### src/rtl/mem_arb_pkg.sv
// mem_arb_pkg: shared encodings for the memory port arbiter.
// Holds the ownership state encoding and the last-owner constants.
package mem_arb_pkg;

    typedef enum logic [1:0] {
        IDLE  = 2'b00,
        OWN_A = 2'b01,
        OWN_B = 2'b10
    } arb_state_t;

    localparam logic OWNER_A = 1'b0;
    localparam logic OWNER_B = 1'b1;

endpackage

### src/rtl/arb_burst_counter.sv
// arb_burst_counter: counts locked Port B accesses made while Port A waits.
// limit is raised when the access in progress brings the count to MaxBurst,
// so the owner FSM hands over right after the MaxBurst-th locked access.
module arb_burst_counter
    import mem_arb_pkg::*;
#(
    parameter int MaxBurst = 4,
    parameter int CntWidth = 8
) (
    input  logic clk,
    input  logic rst_n,
    input  logic clear,
    input  logic inc,
    output logic limit
);

    logic [CntWidth-1:0] count;
    logic [CntWidth:0]   count_after;

    // Include the access happening this cycle in the limit test.
    assign count_after = {1'b0, count} + {{CntWidth{1'b0}}, inc};
    assign limit       = (count_after >= (CntWidth + 1)'(MaxBurst));

    // Burst count: cleared when unlocked or outside OWN_B, saturating increment.
    always_ff @(posedge clk or negedge rst_n) begin
        if (!rst_n) begin
            count <= '0;
        end else if (clear) begin
            count <= '0;
        end else if (inc && (count != '1)) begin
            count <= count + 1'b1;
        end
    end

endmodule

### src/rtl/mem_port_arbiter.sv
// mem_port_arbiter: shares one single-port synchronous memory between
// Port A (CPU fetch/load/store) and Port B (loader / debug DMA).
// Each grant is one memory cycle; acks follow their grant by one cycle.
// Port A never holds ownership, so the ports alternate under contention;
// Port B may hold via B_Lock for at most MaxBurst accesses while A waits.
// Build option ARB_ROUND_ROBIN_EN: contention seen in IDLE goes to the port
// that did not own the previous access (default build: Port A wins).
module mem_port_arbiter
    import mem_arb_pkg::*;
#(
    parameter int DataWidth = 8,
    parameter int AddrWidth = 8,
    parameter int MaxBurst  = 4,
    parameter int CntWidth  = 8
) (
    input  logic                 Clk,
    input  logic                 Reset,
    input  logic                 A_Req,
    input  logic                 A_Wr,
    input  logic [AddrWidth-1:0] A_Addr,
    input  logic [DataWidth-1:0] A_DIn,
    output logic                 A_Gnt,
    output logic                 A_Ack,
    output logic [DataWidth-1:0] A_DOut,
    output logic                 CPU_Stall,
    input  logic                 B_Req,
    input  logic                 B_Wr,
    input  logic [AddrWidth-1:0] B_Addr,
    input  logic [DataWidth-1:0] B_DIn,
    input  logic                 B_Lock,
    output logic                 B_Gnt,
    output logic                 B_Ack,
    output logic [DataWidth-1:0] B_DOut,
    output logic [AddrWidth-1:0] Mem_Address,
    output logic [DataWidth-1:0] Mem_DIn,
    output logic                 Mem_Write_EN,
    output logic                 Mem_En,
    input  logic [DataWidth-1:0] Mem_DOut
);

    arb_state_t state;
    logic       last_owner;
    logic       ack_a_q;
    logic       ack_b_q;
    logic       sel_wr;
    logic       burst_inc;
    logic       burst_clear;
    logic       burst_limit;
    logic       b_hold;

    // A grant needs both ownership and a live request; a dropped request
    // leaves the owner in place but produces no memory cycle.
    assign A_Gnt     = (state == OWN_A) & A_Req;
    assign B_Gnt     = (state == OWN_B) & B_Req;
    assign CPU_Stall = A_Req & ~A_Gnt;

    assign Mem_En       = A_Gnt | B_Gnt;
    assign Mem_Write_EN = Mem_En & sel_wr;

    assign A_Ack  = ack_a_q;
    assign B_Ack  = ack_b_q;
    assign A_DOut = ack_a_q ? Mem_DOut : '0;
    assign B_DOut = ack_b_q ? Mem_DOut : '0;

    // Route the granted port's request onto the memory bus; idle bus reads as zero.
    always_comb begin
        Mem_Address = '0;
        Mem_DIn     = '0;
        sel_wr      = 1'b0;
        if (A_Gnt) begin
            Mem_Address = A_Addr;
            Mem_DIn     = A_DIn;
            sel_wr      = A_Wr;
        end else if (B_Gnt) begin
            Mem_Address = B_Addr;
            Mem_DIn     = B_DIn;
            sel_wr      = B_Wr;
        end
    end

    // Only locked B accesses that keep A waiting count toward the burst limit.
    assign burst_inc   = B_Gnt & A_Req & B_Lock;
    assign burst_clear = (state != OWN_B) | ~B_Lock;
    assign b_hold      = B_Lock & B_Req & ~burst_limit;

    arb_burst_counter #(
        .MaxBurst (MaxBurst),
        .CntWidth (CntWidth)
    ) u_burst (
        .clk   (Clk),
        .rst_n (Reset),
        .clear (burst_clear),
        .inc   (burst_inc),
        .limit (burst_limit)
    );

`ifndef ARB_ROUND_ROBIN_EN
    // The owner history is kept in every build; only round-robin reads it.
    logic unused_last_owner;
    assign unused_last_owner = last_owner;
`endif

    // Ownership FSM with registered acks and last-owner history.
    always_ff @(posedge Clk or negedge Reset) begin
        if (!Reset) begin
            state      <= IDLE;
            last_owner <= OWNER_B;
            ack_a_q    <= 1'b0;
            ack_b_q    <= 1'b0;
        end else begin
            ack_a_q <= A_Gnt;
            ack_b_q <= B_Gnt;
            if (A_Gnt) begin
                last_owner <= OWNER_A;
            end else if (B_Gnt) begin
                last_owner <= OWNER_B;
            end

            case (state)
                IDLE: begin
                    if (A_Req && B_Req) begin
`ifdef ARB_ROUND_ROBIN_EN
                        state <= (last_owner == OWNER_A) ? OWN_B : OWN_A;
`else
                        state <= OWN_A;
`endif
                    end else if (A_Req) begin
                        state <= OWN_A;
                    end else if (B_Req) begin
                        state <= OWN_B;
                    end else begin
                        state <= IDLE;
                    end
                end
                OWN_A: begin
                    // A never holds: a waiting B always takes the next cycle.
                    if (B_Req) begin
                        state <= OWN_B;
                    end else if (A_Req) begin
                        state <= OWN_A;
                    end else begin
                        state <= IDLE;
                    end
                end
                OWN_B: begin
                    if (A_Req && !b_hold) begin
                        state <= OWN_A;
                    end else if (B_Req) begin
                        state <= OWN_B;
                    end else if (A_Req) begin
                        state <= OWN_A;
                    end else begin
                        state <= IDLE;
                    end
                end
                default: begin
                    state <= IDLE;
                end
            endcase
        end
    end

endmodule

### config.mk
export PLATFORM = sky130hd
export DESIGN_NAME = mem_port_arbiter
export DESIGN_NICKNAME = d
export VERILOG_FILES = /design/src/rtl/mem_arb_pkg.sv /design/src/rtl/arb_burst_counter.sv /design/src/rtl/mem_port_arbiter.sv
export SDC_FILE = /design/constraint.sdc
export NUM_CORES = 1
export LEC_CHECK = 0
export ABC_AREA = 0
export CORE_MARGIN = 2
export CORE_UTILIZATION = 31
export DETAILED_ROUTE_END_ITERATION = 6
export GPL_TIMING_DRIVEN = 0
export PLACE_DENSITY = 0.88
export SYNTH_ARGS = -nofsm -noshare
export SYNTH_HDL_FRONTEND = slang
export SYNTH_SLANG_ARGS = --single-unit
### constraint.sdc
create_clock -name Clk -period 2.2 [get_ports Clk]
set_input_delay 0.22 -clock Clk [delete_from_list [all_inputs] [get_ports Clk]]
set_output_delay 0.22 -clock Clk [all_outputs]
set_load 0.01 [all_outputs]
Yosys cells after proc, flatten, opt, wreduce, memory -nomap -nowiden
Cells that the tools add are included.
{"block": "word_totals", "reg_bits": 12, "inputBits": 47, "word_cells": 47}
{"block": "classes", "add_sub_neg": 2, "magnitude_cmp": 1, "n_eq_ne": 4, "mux": 17, "bitwise_logic": 13, "n_reduce_logical": 6}
{"operator": "2-to-1 mux 8 bit", "count": 8}
{"operator": "2-to-1 mux 2 bit", "count": 5}
{"operator": "adder 8 x 1 -> 9 bit", "count": 1}
{"operator": ">= comparator 9 x 3 -> 1 bit (second input constant)", "count": 1}
{"operator": "adder 8 x 1 -> 8 bit (second input constant)", "count": 1}
{"operator": "AND 1 bit", "count": 8}
{"operator": "inequality test 8 bit (second input constant)", "count": 1}
{"operator": "case mux 2 bit (3 select lines)", "count": 1}
{"operator": "logical AND 1 bit", "count": 3}
{"operator": "2-to-1 mux 1 bit", "count": 3}
{"operator": "NOT 1 bit", "count": 3}
{"operator": "== test 2 x 1 -> 1 bit (second input constant)", "count": 1}
{"operator": "== test 2 bit (second input constant)", "count": 1}
{"operator": "zero test 2 bit", "count": 1}
{"operator": "inequality test 2 bit (second input constant)", "count": 1}
{"operator": "OR 1 bit", "count": 2}
{"operator": "nonzero test 2 bit", "count": 1}
{"operator": "zero test 1 bit", "count": 1}

Logic depth before layout (Yosys ltp)
{"block": "depth", "word_depth": 12, "ltp_mapped": 9, "mapped_depth_nobuf": 8}

Modules after synthesis
A second synthesis with hierarchy kept.
{"block": "hier_totals", "cells_unflattened": 112, "area_unflattened_um2": 1067.3}
{"module": "arb_burst_counter", "n_inst": 1, "cells_each": 57, "area_per_inst_um2": 576.8, "seq_area_each_um2": 200.2}
{"module": "mem_port_arbiter", "n_inst": 1, "cells_each": 55, "area_per_inst_um2": 490.5, "seq_area_each_um2": 100.1}

Worst setup path before layout
OpenSTA, ideal clock, no wires.
{"block": "synth_timing", "kind": "register to register", "from": "register u_burst.count[0]", "to": "register u_burst.count[2]", "setup_time_ps": 77, "arrival_ps": 1617, "slack_ps": 505, "path_stages_with_launch": 7, "path_buffers": 1, "path_cell_list": "dfrtp_1 ha_1 and3_1 buf_6 a211o_1 or3_1 a21oi_1"}
{"block": "synth_via", "elab_chain_cells": 3, "word_cells_on_any_way": 6, "classes_between": "add/sub (1); eq/ne (1); mux (2); reduce/logical (2)"}
{"element": "start, declared", "line_no": "arb_burst_counter.sv:17", "text": "logic [CntWidth-1:0] count;"}
{"element": "start signal, assigned", "line_no": "arb_burst_counter.sv:31", "text": "count <= count + 1'b1;"}
{"element": "adder 8 x 1 -> 8 bit or inequality test 8 bit (tied branches)", "line_no": "arb_burst_counter.sv:31, arb_burst_counter.sv:30"}
{"element": "2-to-1 mux 8 bit or logical AND 1 bit (tied branches)", "line_no": "arb_burst_counter.sv:30", "text": "end else if (inc && (count != '1)) begin"}
{"element": "2-to-1 mux 8 bit or nonzero test 2 bit (tied branches)"}
Several ways; a longest one is shown, not always the timed one. The select of a mux whose other input is x is not followed.
A chain may end at the register's enable or synchronous reset.

Worst setup path after layout
{"block": "layout_timing", "from": "register state[1]", "to": "output port Mem_Write_EN"}
{"block": "layout_via", "elab_chain_cells": 5, "word_cells_on_any_way": 8, "classes_between": "eq/ne (2); mux (2); bitwise (4)"}
{"element": "start, declared", "line_no": "mem_port_arbiter.sv:41", "text": "arb_state_t state;"}
{"element": "start signal, assigned", "line_no": "mem_port_arbiter.sv:106", "text": "state <= IDLE;"}
{"element": "start signal, assigned", "line_no": "mem_port_arbiter.sv:125", "text": "state <= OWN_A;"}
{"element": "start signal, assigned", "line_no": "mem_port_arbiter.sv:128", "text": "state <= OWN_A;"}
{"element": "== test 2 bit", "line_no": "mem_port_arbiter.sv:54", "text": "assign B_Gnt = (state == OWN_B) & B_Req;"}
{"element": "AND 1 bit", "line_no": "mem_port_arbiter.sv:54"}
{"element": "2-to-1 mux 1 bit", "line_no": "mem_port_arbiter.sv:74", "text": "end else if (B_Gnt) begin"}
{"element": "2-to-1 mux 1 bit", "line_no": "mem_port_arbiter.sv:70", "text": "if (A_Gnt) begin"}
{"element": "AND 1 bit (*)", "line_no": "mem_port_arbiter.sv:58", "text": "assign Mem_Write_EN = Mem_En & sel_wr;"}
{"element": "end, declared", "line_no": "mem_port_arbiter.sv:36", "text": "output logic Mem_Write_EN,"}
Mark *: on every way between the ends. The rest lies on a longest branch, timed or not.

==> results <==
## sequential cells by signal, indices dropped and copies added (netlist names)
register and count:
A_Ack 1, u_burst.count 8, B_Ack 1, state 2
## area by class of cell
class	count	area, sq um	area share
Timing Repair Buffer	86	856	0.446
Multi-Input combinational cell	86	624	0.326
Sequential cell	12	300	0.157
Buffer	6	47.5	0.0248
Tap cell	33	41.3	0.0215
Clock buffer	4	36.3	0.0189
Inverter	3	11.3	0.00587
## cell families after synthesis
logic type | count (synthesis) | synth area share
flops | 12 | 0.311
mux | 1 | 0.0104
xor+xnor | 4 | 0.0363
compound gates | 31 | 0.265
buf+inv | 9 | 0.0480
fa+ha+maj | 3 | 0.0389
simple gates | 47 | 0.291
## placed cells by master, fill, tap and decap left out, drive strengths merged, types with 2 or more instances in the layout
cell | synthesis | layout
buf | 6 | 7
inv | 3 | 3
dlygate4sd2 | 0 | 9
clkbuf | 0 | 4
xnor2 | 4 | 4
dfrtp | 12 | 12
and3 | 3 | 3
nand3 | 2 | 2
clkdlybuf4s50 | 0 | 74
nand4 | 2 | 2
a22o | 17 | 17
nand2 | 6 | 6
nor2 | 8 | 8
o21ai | 4 | 4
a211oi | 2 | 2
and2 | 16 | 16
ha | 3 | 3
a21oi | 2 | 2
dlymetal6s2s | 0 | 2
a2111oi | 2 | 2
## routing by layer
layer | track usage | vias up | routed length [um]
met5 | 0 | - | 0
met4 | 0.0857 | 0 | 89
met3 | 0.0368 | 11 | 265
met2 | 0.340 | 54 | 1770
met1 | 0.213 | 535 | 1290
li1 | - | 578 | -
## per-stage QoR
stage | std cells | total power [mW] | hold slack (ns)
2_1_floorplan | 107 | 0.315 | -0.0756
3_3_place_gp | 225 | 0.486 | 0.513
3_5_place_dp | 225 | 0.493 | 0.542
4_1_cts | 230 | 0.672 | 0.313
5_1_grt | 230 | 0.703 | 0.300
6_report | 230 | 0.673 | 0.270
## power by group
part	total, mW	internal (mW)	switching, mW
logic	0.255	0.163	0.0920
registers	0.233	0.226	0.00668
clock network	0.186	0.101	0.0851
## timing repair
action / 4_1_cts / 5_1_grt
resized for setup: 16 / 3
setup buffers: 1 / 0
endpoints found under the setup margin: 20 / 7
## Yosys cell counts, drive strengths merged
cell and n:
and4 1, nand2 6, nand3 2, xnor2 4, or3 1, nor2 8, and3 3, inv 3
a211oi 2, o21a 1, nor4b 1, a31oi 1, a2111oi 2, o21ai 4, a211o 1, and2 16
or4 1, nor3b 1, a21oi 2, or2 1, ha 3, buf 6, mux2i 1, nor3 1
nand4 2, a22o 17, dfrtp 12, nor4 1, nand3b 1, a41oi 1, nand4b 1
## worst paths after layout
check,slack [ns],start,end
max reg2reg,0.38,u_burst.count[0],u_burst.count[2]
min in group asynchronous,0.28,Reset,u_burst.count[2]
max,0.08,state[1],Mem_Write_EN
min,0.27,A_Req,state[1]
max in group asynchronous,1.56,Reset,u_burst.count[7]
min reg2reg,0.56,u_burst.count[6],u_burst.count[6]
## critical path, stage by stage (launching register included)
cell	delay (ns)
dfrtp_1	0.37
buf_2	0.17
nor3b_4	0.25
buf_6	0.16
a22o_1	0.12
clkdlybuf4s50_1	0.55
==> results_dict.tcl <==
set metrics [dict create \
    antenna_found_initial 0 \
    finalMaxSlewViolations 0 \
    cts-htree-levels 1 \
    die_h_um 59.8 \
    min_period_ns 2.12 \
    initial_utilization 0.321 \
    synth_nets 157 \
    yosysUniqueCellTypes 34 \
    clock_skew_ns 0.00232 \
    finalCritPeriodShare 0.963 \
    hold_viol_final 0 \
    ctsRootBufferMaster "clkbuf_4" \
    fin_ws_ns 0.0813 \
    reg2reg_depth 6 \
    postCtsHoldBufs 0 \
    ys.warnings.count 0 \
    nets 248 \
    clk-insertion-delay-late_ns 0.28 \
    fillers 254 \
    cts_sinks 12 \
    critPathCaptureType "output port" \
    final_area_sq_um 1920 \
    routedWlPerCell_um 14.8 \
    worstPathArrival_ns 1.90 \
    design.core.area_sq_um 3000 \
    rsz0062_at_grt "false" \
    yosysTopAreaCell "dfrtp_1" \
    cts_tree "done" \
    antenna_cells 0 \
    dieArea_sq_um 3570 \
    areaGrowthSynthToFinish_pct 98.7 \
    grt-ovfl-total 0 \
    num_rows 20 \
    crit_required_ns 1.98 \
    clockBufferDepth 2 \
    setup_viol 0 \
    grt_pass1_vias 1101 \
    grt_pass1_wl_um 5100 \
    track_usage 0.189 \
    p_per_area_nw_per_um2 351 \
    crit_type "reg2out" \
    path_max_fanout 9 \
    critPathLaunchType "flip-flop" \
    hold_class "in2reg" \
    max-cap-violations 0 \
    antenna_left 0 \
    placed_area_sq_um 1860 \
    synth_seq_cells 12 \
    wl_um 3410 \
    firstDrtPassIters 4 \
    ios 86 \
    gp_congestion 0.769 \
    worst_pin_slew_ns 0.543 \
    synth_area_per_cell_sq_um 9.02 \
    seq_area_frac_synth 0.311 \
    fmax_mhz 472 \
    fp.dieW_um 59.8 \
    fin_tns_setup_ns 0 \
    utilization 0.638 \
    min_path_cells 2 \
    place_hpwl_um 2830 \
    drc 0 \
    vdd_drop_max_mv 0.238 \
    grt_max_degree 13 \
    first_iter_violations 35 \
    viasPerCell 5.12 \
    synth_cells 107 \
    slew_headroom 0.637 \
    status "completed" \
    drive_above_1_share 0.0914 \
    pre_cts_ws_ns -0.374 \
    netlist_area_sq_um 965 \
    synth_top_area_frac 0.311 \
    portBuffers 85 \
    numCtsBuffers 3 \
    leakagePower_nw 0.823 \
    clk_pin_slew_worst_paths_ns 0.08 \
    synthTopCellsByArea "dfrtp_1 31%, a22o_1 15%, and2_1 10%" \
    num_vias 1178 \
]
(Power assumes the default switching activity.)
